===== config.mk =====
export PLATFORM = sky130hd
export DESIGN_NAME = queue_stream_adapter
export DESIGN_NICKNAME = d
export VERILOG_FILES = /design/src/rtl/queue_pkg.sv /design/src/rtl/queue_stream_adapter_rr_arbiter2.sv /design/src/rtl/queue_stream_adapter.sv
export SDC_FILE = /design/constraint.sdc
export NUM_CORES = 1
export LEC_CHECK = 0
export BUFFER_PORTS_ARGS = -buffer_cell sky130_fd_sc_hd__buf_2
export CORE_ASPECT_RATIO = 2
export CORE_MARGIN = 5
export CORE_UTILIZATION = 46
export CTS_BUF_LIST = sky130_fd_sc_hd__clkbuf_4 sky130_fd_sc_hd__clkbuf_8
export CTS_CLUSTER_SIZE = 20
export DETAILED_ROUTE_END_ITERATION = 8
export PLACE_DENSITY = 0.75
export SLEW_MARGIN = 25
export SYNTH_ARGS = -nofsm -noshare
export SYNTH_HDL_FRONTEND = slang
export SYNTH_HIERARCHICAL = 1
export SYNTH_SLANG_ARGS = --single-unit

===== constraint.sdc =====
create_clock -name clk -period 2.4 [get_ports clk]
set_input_delay 0.24 -clock clk [delete_from_list [all_inputs] [get_ports clk]]
set_output_delay 0.24 -clock clk [all_outputs]
set_load 0.03 [all_outputs]

===== src/rtl/queue_pkg.sv =====
// Shared types for the queue front-end.
//   qsa_state_t : adapter FSM states (IDLE, PEEK, POP)
//   q_cmd_t     : the single queue command issued in a cycle
//   q_strobes_t : one-hot enqueue/dequeue/top strobes decoded from q_cmd_t
package queue_pkg;

  typedef enum logic [1:0] {ST_IDLE, ST_PEEK, ST_POP} qsa_state_t;

  typedef enum logic [1:0] {CMD_NONE, CMD_ENQ, CMD_DEQ, CMD_TOP} q_cmd_t;

  typedef struct packed {
    logic enq;
    logic deq;
    logic top;
  } q_strobes_t;

  // Request/grant bit positions shared by the top level and the arbiter.
  localparam int unsigned REQ_WR = 0;
  localparam int unsigned REQ_RD = 1;

  // One encoded command in, at most one strobe out.
  function automatic q_strobes_t cmd_decode(input q_cmd_t cmd);
    q_strobes_t s;
    s = '0;
    unique case (cmd)
      CMD_ENQ: s.enq = 1'b1;
      CMD_DEQ: s.deq = 1'b1;
      CMD_TOP: s.top = 1'b1;
      default: s = '0;
    endcase
    return s;
  endfunction

endpackage


===== src/rtl/queue_stream_adapter_rr_arbiter2.sv =====
// Two-way round-robin arbiter.
//   clk, rst : clock, asynchronous active-low reset
//   req[1:0] : requests (bit REQ_WR = write, bit REQ_RD = read)
//   gnt[1:0] : one-hot grant, combinational from req and the last-grant bit
// A lone request is granted directly; on contention the side not granted last
// wins. The last-grant bit only moves on a grant and resets so that the write
// side wins the first contention.
module rr_arbiter2
  import queue_pkg::*;
(
  input  logic       clk,
  input  logic       rst,
  input  logic [1:0] req,
  output logic [1:0] gnt
);

  // last_q = 1 means the read side was granted most recently.
  logic last_q;
  logic last_d;

  always_comb begin
    gnt    = '0;
    last_d = last_q;
    if (req == 2'b11) begin
      gnt[REQ_WR] = last_q;
      gnt[REQ_RD] = ~last_q;
    end else begin
      gnt = req;
    end
    if (gnt[REQ_WR]) begin
      last_d = 1'b0;
    end else if (gnt[REQ_RD]) begin
      last_d = 1'b1;
    end
  end

  always_ff @(posedge clk or negedge rst) begin
    if (!rst) begin
      last_q <= 1'b1;
    end else begin
      last_q <= last_d;
    end
  end

endmodule


===== src/rtl/queue_stream_adapter.sv =====
// Front-end for the NxM queue: turns a producer valid/ready stream and a
// consumer valid/ready stream into one-hot queue commands.
//   clk, rst              : clock, asynchronous active-low reset
//   in_valid/in_ready     : producer handshake, in_data is the word
//   out_valid/out_ready   : consumer handshake, out_data is registered
//   q_enable              : high when any queue command is issued
//   q_enqueue/q_dequeue/q_top : one-hot queue commands
//   q_data_in             : word to enqueue (passes in_data through)
//   q_data_out            : queue's registered top data
//   q_full/q_empty        : queue status
//   wr_beats/rd_beats     : wrapping counts of enqueues / delivered words
// Writes enqueue in the grant cycle. Reads run IDLE(grant) -> PEEK(top) ->
// POP(dequeue + capture), so out_valid rises three cycles after the grant.
module queue_stream_adapter
  import queue_pkg::*;
#(
  parameter int unsigned BITWIDTH = 8,
  parameter int unsigned STATW    = 16
) (
  input  logic                clk,
  input  logic                rst,
  input  logic                in_valid,
  output logic                in_ready,
  input  logic [BITWIDTH-1:0] in_data,
  output logic                out_valid,
  input  logic                out_ready,
  output logic [BITWIDTH-1:0] out_data,
  output logic                q_enable,
  output logic                q_enqueue,
  output logic                q_dequeue,
  output logic                q_top,
  output logic [BITWIDTH-1:0] q_data_in,
  input  logic [BITWIDTH-1:0] q_data_out,
  input  logic                q_full,
  input  logic                q_empty,
  output logic [STATW-1:0]    wr_beats,
  output logic [STATW-1:0]    rd_beats
);

  qsa_state_t          state_q, state_d;
  logic                out_valid_q, out_valid_d;
  logic [BITWIDTH-1:0] out_data_q, out_data_d;
  logic [STATW-1:0]    wr_beats_q, wr_beats_d;
  logic [STATW-1:0]    rd_beats_q, rd_beats_d;

  logic [1:0] req;
  logic [1:0] gnt;
  q_cmd_t     cmd;
  q_strobes_t strb;

  // Requests only exist in IDLE; gating with rst keeps every command low
  // while reset is held, even though the state register already reads IDLE.
  always_comb begin
    req = '0;
    if (rst && (state_q == ST_IDLE)) begin
      req[REQ_WR] = in_valid & ~q_full;
      req[REQ_RD] = ~out_valid_q & ~q_empty;
    end
  end

  rr_arbiter2 u_arb (
    .clk (clk),
    .rst (rst),
    .req (req),
    .gnt (gnt)
  );

  always_comb begin
    state_d     = state_q;
    out_valid_d = out_valid_q;
    out_data_d  = out_data_q;
    wr_beats_d  = wr_beats_q;
    rd_beats_d  = rd_beats_q;
    cmd         = CMD_NONE;

    if (out_valid_q && out_ready) begin
      out_valid_d = 1'b0;
      rd_beats_d  = rd_beats_q + STATW'(1);
    end

    unique case (state_q)
      ST_IDLE: begin
        if (gnt[REQ_WR]) begin
          cmd        = CMD_ENQ;
          wr_beats_d = wr_beats_q + STATW'(1);
        end else if (gnt[REQ_RD]) begin
          state_d = ST_PEEK;
        end
      end
      ST_PEEK: begin
        cmd     = CMD_TOP;
        state_d = ST_POP;
      end
      ST_POP: begin
        // q_data_out became valid this cycle from the preceding top command.
        cmd         = CMD_DEQ;
        out_data_d  = q_data_out;
        out_valid_d = 1'b1;
        state_d     = ST_IDLE;
      end
      default: state_d = ST_IDLE;
    endcase
  end

  always_ff @(posedge clk or negedge rst) begin
    if (!rst) begin
      state_q     <= ST_IDLE;
      out_valid_q <= 1'b0;
      out_data_q  <= '0;
      wr_beats_q  <= '0;
      rd_beats_q  <= '0;
    end else begin
      state_q     <= state_d;
      out_valid_q <= out_valid_d;
      out_data_q  <= out_data_d;
      wr_beats_q  <= wr_beats_d;
      rd_beats_q  <= rd_beats_d;
    end
  end

  assign strb      = cmd_decode(cmd);
  assign q_enqueue = strb.enq;
  assign q_dequeue = strb.deq;
  assign q_top     = strb.top;
  assign q_enable  = strb.enq | strb.deq | strb.top;
  assign in_ready  = strb.enq;
  assign q_data_in = in_data;
  assign out_valid = out_valid_q;
  assign out_data  = out_data_q;
  assign wr_beats  = wr_beats_q;
  assign rd_beats  = rd_beats_q;

  a_full_empty_exclusive : assert property (
    @(posedge clk) disable iff (!rst) !(q_full && q_empty)
  );

endmodule

# Yosys cells after proc, flatten, opt, wreduce, memory -nomap -nowiden
# Cells that the tools add are included.
[word_totals]
ff_bits = 44
in_bits = 22
wordCells = 45
[classes]
addsub = 2
n_eq_ne = 8
n_mux = 14
bitwise = 8
n_reduce_logical = 7
[op_table]
columns = ["operator", "count"]
rows = [
  ["$add 16x1->16 const B", 2],
  ["$eq 2x2->1 const B", 4],
  ["$mux 1", 8],
  ["$mux 2", 4],
  ["$pmux 2 s3", 1],
  ["$eq 2x1->1 const B", 2],
  ["$ne 2x2->1 const B", 2],
  ["$not 1->1", 4],
  ["$pmux 2 s2", 1],
  ["$reduce_and 2->1", 2],
  ["$reduce_bool 2->1", 2],
  ["$and 1x1->1", 2],
  ["$logic_and 1x1->1", 2],
  ["$logic_not 2->1", 1],
  ["$or 1x1->1", 2],
]

# Logic depth before layout (Yosys ltp)
[logic_depth]
depth_word = 11
ltp_mapped = 10

# Modules after synthesis
# The synthesis kept the hierarchy.
[by_module_without_submodules]
columns = ["module", "n_inst", "cells_per_inst", "area_per_inst_um2", "seq_area_each_um2"]
rows = [
  ["queue_stream_adapter", 1, 168, 1994.4, 1076.0],
  ["rr_arbiter2", 1, 6, 53.8, 26.3],
]

# Least setup slack after synthesis
# OpenSTA, ideal clock, no wires.
[synth_path]
path_kind = "reg2out"
from = "reg state_q[0]"
to = "out q_enqueue"
arrival_ps = 2328
t_required_ps = 2160
slack_ps = -168
path_stages_with_launch = 11
path_buffers = 1
path_cell_list = "dfrtp_1 -> inv_1 -> ha_1 -> nand2_1 -> nor3b_1 -> a21boi_1 -> nand2_2 -> nor2_1 -> a21oi_1 -> nor2_1 -> buf_4"
[synth_between]
elab_chain_len = 9
elab_cells_between_ends = 11
[synth_lines]
columns = ["item", "line_no", "source"]
rows = [
  ["start: declaration", "queue_stream_adapter.sv:40", "qsa_state_t state_q, state_d;"],
  ["start signal: assignment", "queue_stream_adapter.sv:113", "state_q <= state_d;"],
  ["$logic_not 2->1 *", "queue_stream_adapter.sv:55", "if (rst && (state_q == ST_IDLE)) begin"],
  ["$logic_and 1x1->1 *", "queue_stream_adapter.sv:55", ""],
  ["$mux 2 *", "queue_stream_adapter.sv:55", ""],
  ["via req[0]", "queue_stream_adapter.sv:46", "logic [1:0] req;"],
  ["$eq 2x2->1", "queue_stream_adapter_rr_arbiter2.sv:24", "if (req == 2'b11) begin"],
  ["$mux 2 *", "queue_stream_adapter_rr_arbiter2.sv:24", ""],
  ["via gnt[0]", "queue_stream_adapter.sv:47", "logic [1:0] gnt;"],
  ["$mux 1 *", "queue_stream_adapter.sv:83", "if (gnt[REQ_WR]) begin"],
  ["$pmux 2 s3 *", "queue_stream_adapter.sv:81", "unique case (state_q)"],
  ["$eq 2x1->1 *", "queue_pkg.sv:25", "unique case (cmd)"],
  ["$mux 1 *", "queue_pkg.sv:25", ""],
  ["end: declaration", "queue_stream_adapter.sv:29", "output logic q_enqueue,"],
]
# The timed path passes the listed nets; every way through them passes the cells marked *.

# Worst setup path in the final report
[layout_path]
from = "reg state_q[0]"
to = "out q_dequeue"
[layout_between]
elab_chain_len = 9
elab_cells_between_ends = 11
[layout_lines]
columns = ["item", "line_no", "source"]
rows = [
  ["$logic_not 2->1 *", "queue_stream_adapter.sv:55", ""],
  ["$logic_and 1x1->1 *", "queue_stream_adapter.sv:55", ""],
  ["$mux 2 *", "queue_stream_adapter.sv:55", ""],
  ["via req[0]", "queue_stream_adapter.sv:46", ""],
  ["$eq 2x2->1", "queue_stream_adapter_rr_arbiter2.sv:24", ""],
  ["$mux 2 *", "queue_stream_adapter_rr_arbiter2.sv:24", ""],
  ["via gnt[0]", "queue_stream_adapter.sv:47", ""],
  ["$mux 1 *", "queue_stream_adapter.sv:83", ""],
  ["$pmux 2 s3 *", "queue_stream_adapter.sv:81", ""],
  ["$eq 2x2->1 *", "queue_pkg.sv:25", ""],
  ["$mux 1 *", "queue_pkg.sv:25", ""],
  ["end: declaration", "queue_stream_adapter.sv:30", "output logic q_dequeue,"],
]
# Marks and branches as above.

==> results.yml <==
run_status:
  status: "finished clean"
timing:
  holdWs_ns: 0.0665
  period_needed_ns: 2.31
  finalCritPeriodShare_pct: 96.1
  tightest_slew_ns: 0.528
  tns_ns: 0
  slew-limit-headroom_pct: 64.8
  setup_ws_ns: 0.0935
  max_freq_mhz: 434
  slew_viol_final: 0
  setup_viol: 0
  hold_viol_final: 0
  worst_clock_skew_ns: 0.00548
power_and_ir_drop:
  ir_drop_uv: 771
  p_per_area_nw_per_um2: 1070
  power_leakage_nw: 1.34
critical_path:
  r2r_cells: 10
  crit_arrival_ns: 2.07
  startpoint_type: "flip-flop"
  reg2reg_from: "state_q[0]"
  cp-end-kind: "primary output"
  rr_endpoint: "wr_beats[11]"
  rrSetupSlack_ns: 0.14
  worst-setup-path-type: "reg2out"
  crit_fanout: 4
  required_ns: 2.16
die:
  core_um2: 4340
  io_pins: 76
  row_count: 34
  start_util_pct: 47.2
  die_y_um: 104
  die-area_um2: 5970
  die_width_um: 57.2
drt:
  viasPerCell: 5.05
  ant_nets: 0
  routed_wl_mm: 4.15
  vias: 1500
  wl_per_cell_um: 14.0
  dr.pass1.iters: 5
  remaining_drc_errors: 0
  drt_iter0_drc: 22
cells_and_area:
  layout_common_cells: "buf_2 (55), dfrtp_1 (43), xnor2_1 (22)"
  nNetsFinal: 270
  layout.cells.most_common: "buf_2"
  antennaDiodeCount: 0
  area_growth_pct: 27.9
  drive_above_1_share_pct: 44.0
logic_synthesis:
  yosysWarnings: 6
  ys_async_sr_fraction_pct: 100
  synth-main-ff-cell: "dfrtp_1"
  synth_edf_count: 0
  yosys_register_bits: 44
  syn_inst: 174
  syn_area_um2: 2050
  synth_area_per_cell_um2: 11.8
  yosysSeqAreaShare_pct: 53.8
  yosysUniqueCellTypes: 29
  synth_nets: 202
grt:
  grt_pass1_wl_mm: 7.09
  grt_max_degree: 45
  overflow: 0
  grt_use_total_pct: 15.0
  antenna_found_initial: 0
  first_global_vias: 1553
placement:
  port_buffers: 59
  dp_hpwl_mm: 3.07
  dp_slack_ns: -0.0235
  routabilityCongestion: 0.803
worst_hold_path:
  hp-class: "in2async"
clock_tree:
  clk_pin_slew_ns: 0.08
  cts_max_level: 2
  cts_tree: "done"
  clk_latency_ns: 0.28
  clk_path_buf_depth: 2
  cts_root_buffer: "clkbuf_8"
  cts_buffers: 5
  hold_buffers: 0
  cts.sinks: 44
flow_run:
  drv_cap: 0
[cell type report]
type                            instances  area [um2]
Clock inverter                          2        10.0
Clock buffer                            6        82.6
Timing Repair Buffer                   71         408
Multi-Input combinational cell        113         922
Fill cell                             381        1720
Inverter                                7        26.3
Sequential cell                        44        1100
Tap cell                               54        67.6
[what timing repair did]
action | 4_1_cts | 5_1_grt
buffers inserted | 1 | 7
setup endpoints to repair | 12 | 10
gates resized for setup | 7 | 17
pin swaps | 1 | 2
[worst max-delay path, stage by stage (launching register included)]
cell      delay [ns]
dfrtp_1         0.40
inv_2           0.10
ha_4            0.15
nand2_4         0.06
nor3b_4         0.25
a21boi_4        0.25
nand2_4         0.09
nor2_2          0.09
a21oi_2         0.06
and2_1          0.17
buf_4           0.17
[logic make-up (layout without fill, tap and decap cells)]
logic type / count (synthesis) / in the layout / share of synthesized area (%)
XOR/XNOR: 30 / 30 / 12.8
buffers and inverters: 17 / 86 / 4.76
AO/OA/AOI/OAI: 8 / 8 / 2.32
flip-flops: 44 / 44 / 53.8
multiplexers: 10 / 10 / 5.50
adder cells (fa/ha/maj): 6 / 6 / 3.67
AND/OR/NAND/NOR: 59 / 59 / 17.1
[worst max path at each step]
stage,start,end,slack [ns]
2_1_floorplan,state_q[0],q_enqueue,0.005
3_3_place_gp,state_q[0],wr_beats[11],0.09
3_5_place_dp,state_q[0],wr_beats[11],-0.02
4_1_cts,state_q[0],q_dequeue,0.0008
5_1_grt,state_q[0],q_dequeue,-0.03
6_report,state_q[0],q_dequeue,0.09
[cells in the mapped netlist, types with 2 or more instances]
cell / instances / area, um2
nand3_2: 2 / 20.0
ha_1: 6 / 75.1
inv_1: 7 / 26.3
xnor2_1: 22 / 193
o21ai_0: 3 / 15.0
mux2_2: 10 / 113
nor4_4: 3 / 63.8
dfrtp_1: 43 / 1080
and4_1: 2 / 17.5
nand4_1: 5 / 31.3
buf_4: 9 / 67.6
xor2_1: 8 / 70.1
a21oi_1: 2 / 10.0
nand2_1: 16 / 60.1
nor2_1: 9 / 33.8
nor3_1: 4 / 20.0
nand3_1: 11 / 55.1
[power breakdown]
| group | total (mW) | switching (mW) | internal (mW) |
|---|---|---|---|
| sequential | 1.06 | 0.146 | 0.913 |
| clock | 0.463 | 0.233 | 0.230 |
| combinational | 1.27 | 0.775 | 0.493 |
[metrics by stage]
| step | utilization (%) | power [mW] | std cells | instance area, um2 |
|---|---|---|---|---|
| detailed placement | 54.7 | 2.19 | 281 | 2370 |
| global route | 60.4 | 2.97 | 297 | 2620 |
| global placement | 54.7 | 2.16 | 281 | 2370 |
| floorplan | - | 1.86 | 174 | 2050 |
| CTS | 57.7 | 2.69 | 290 | 2500 |
| finish | 60.4 | 2.79 | 297 | 2620 |
[metal layers]
layer	routed length (um)	vias up	track usage, %
met5	0	-	0
met3	232	9	3.60
met2	2380	44	28.1
met1	1450	737	15.1
met4	91	0	6.14
li1	-	710	-
[registers in the layout, indices dropped and copies added (netlist names)]
| name | cells |
|---|---|
| u_arb/last_q | 1 |
| state_q | 2 |
| out_data | 8 |
| rd_beats | 16 |
| wr_beats | 16 |
| out_valid | 1 |
(Power assumes the default switching activity.)
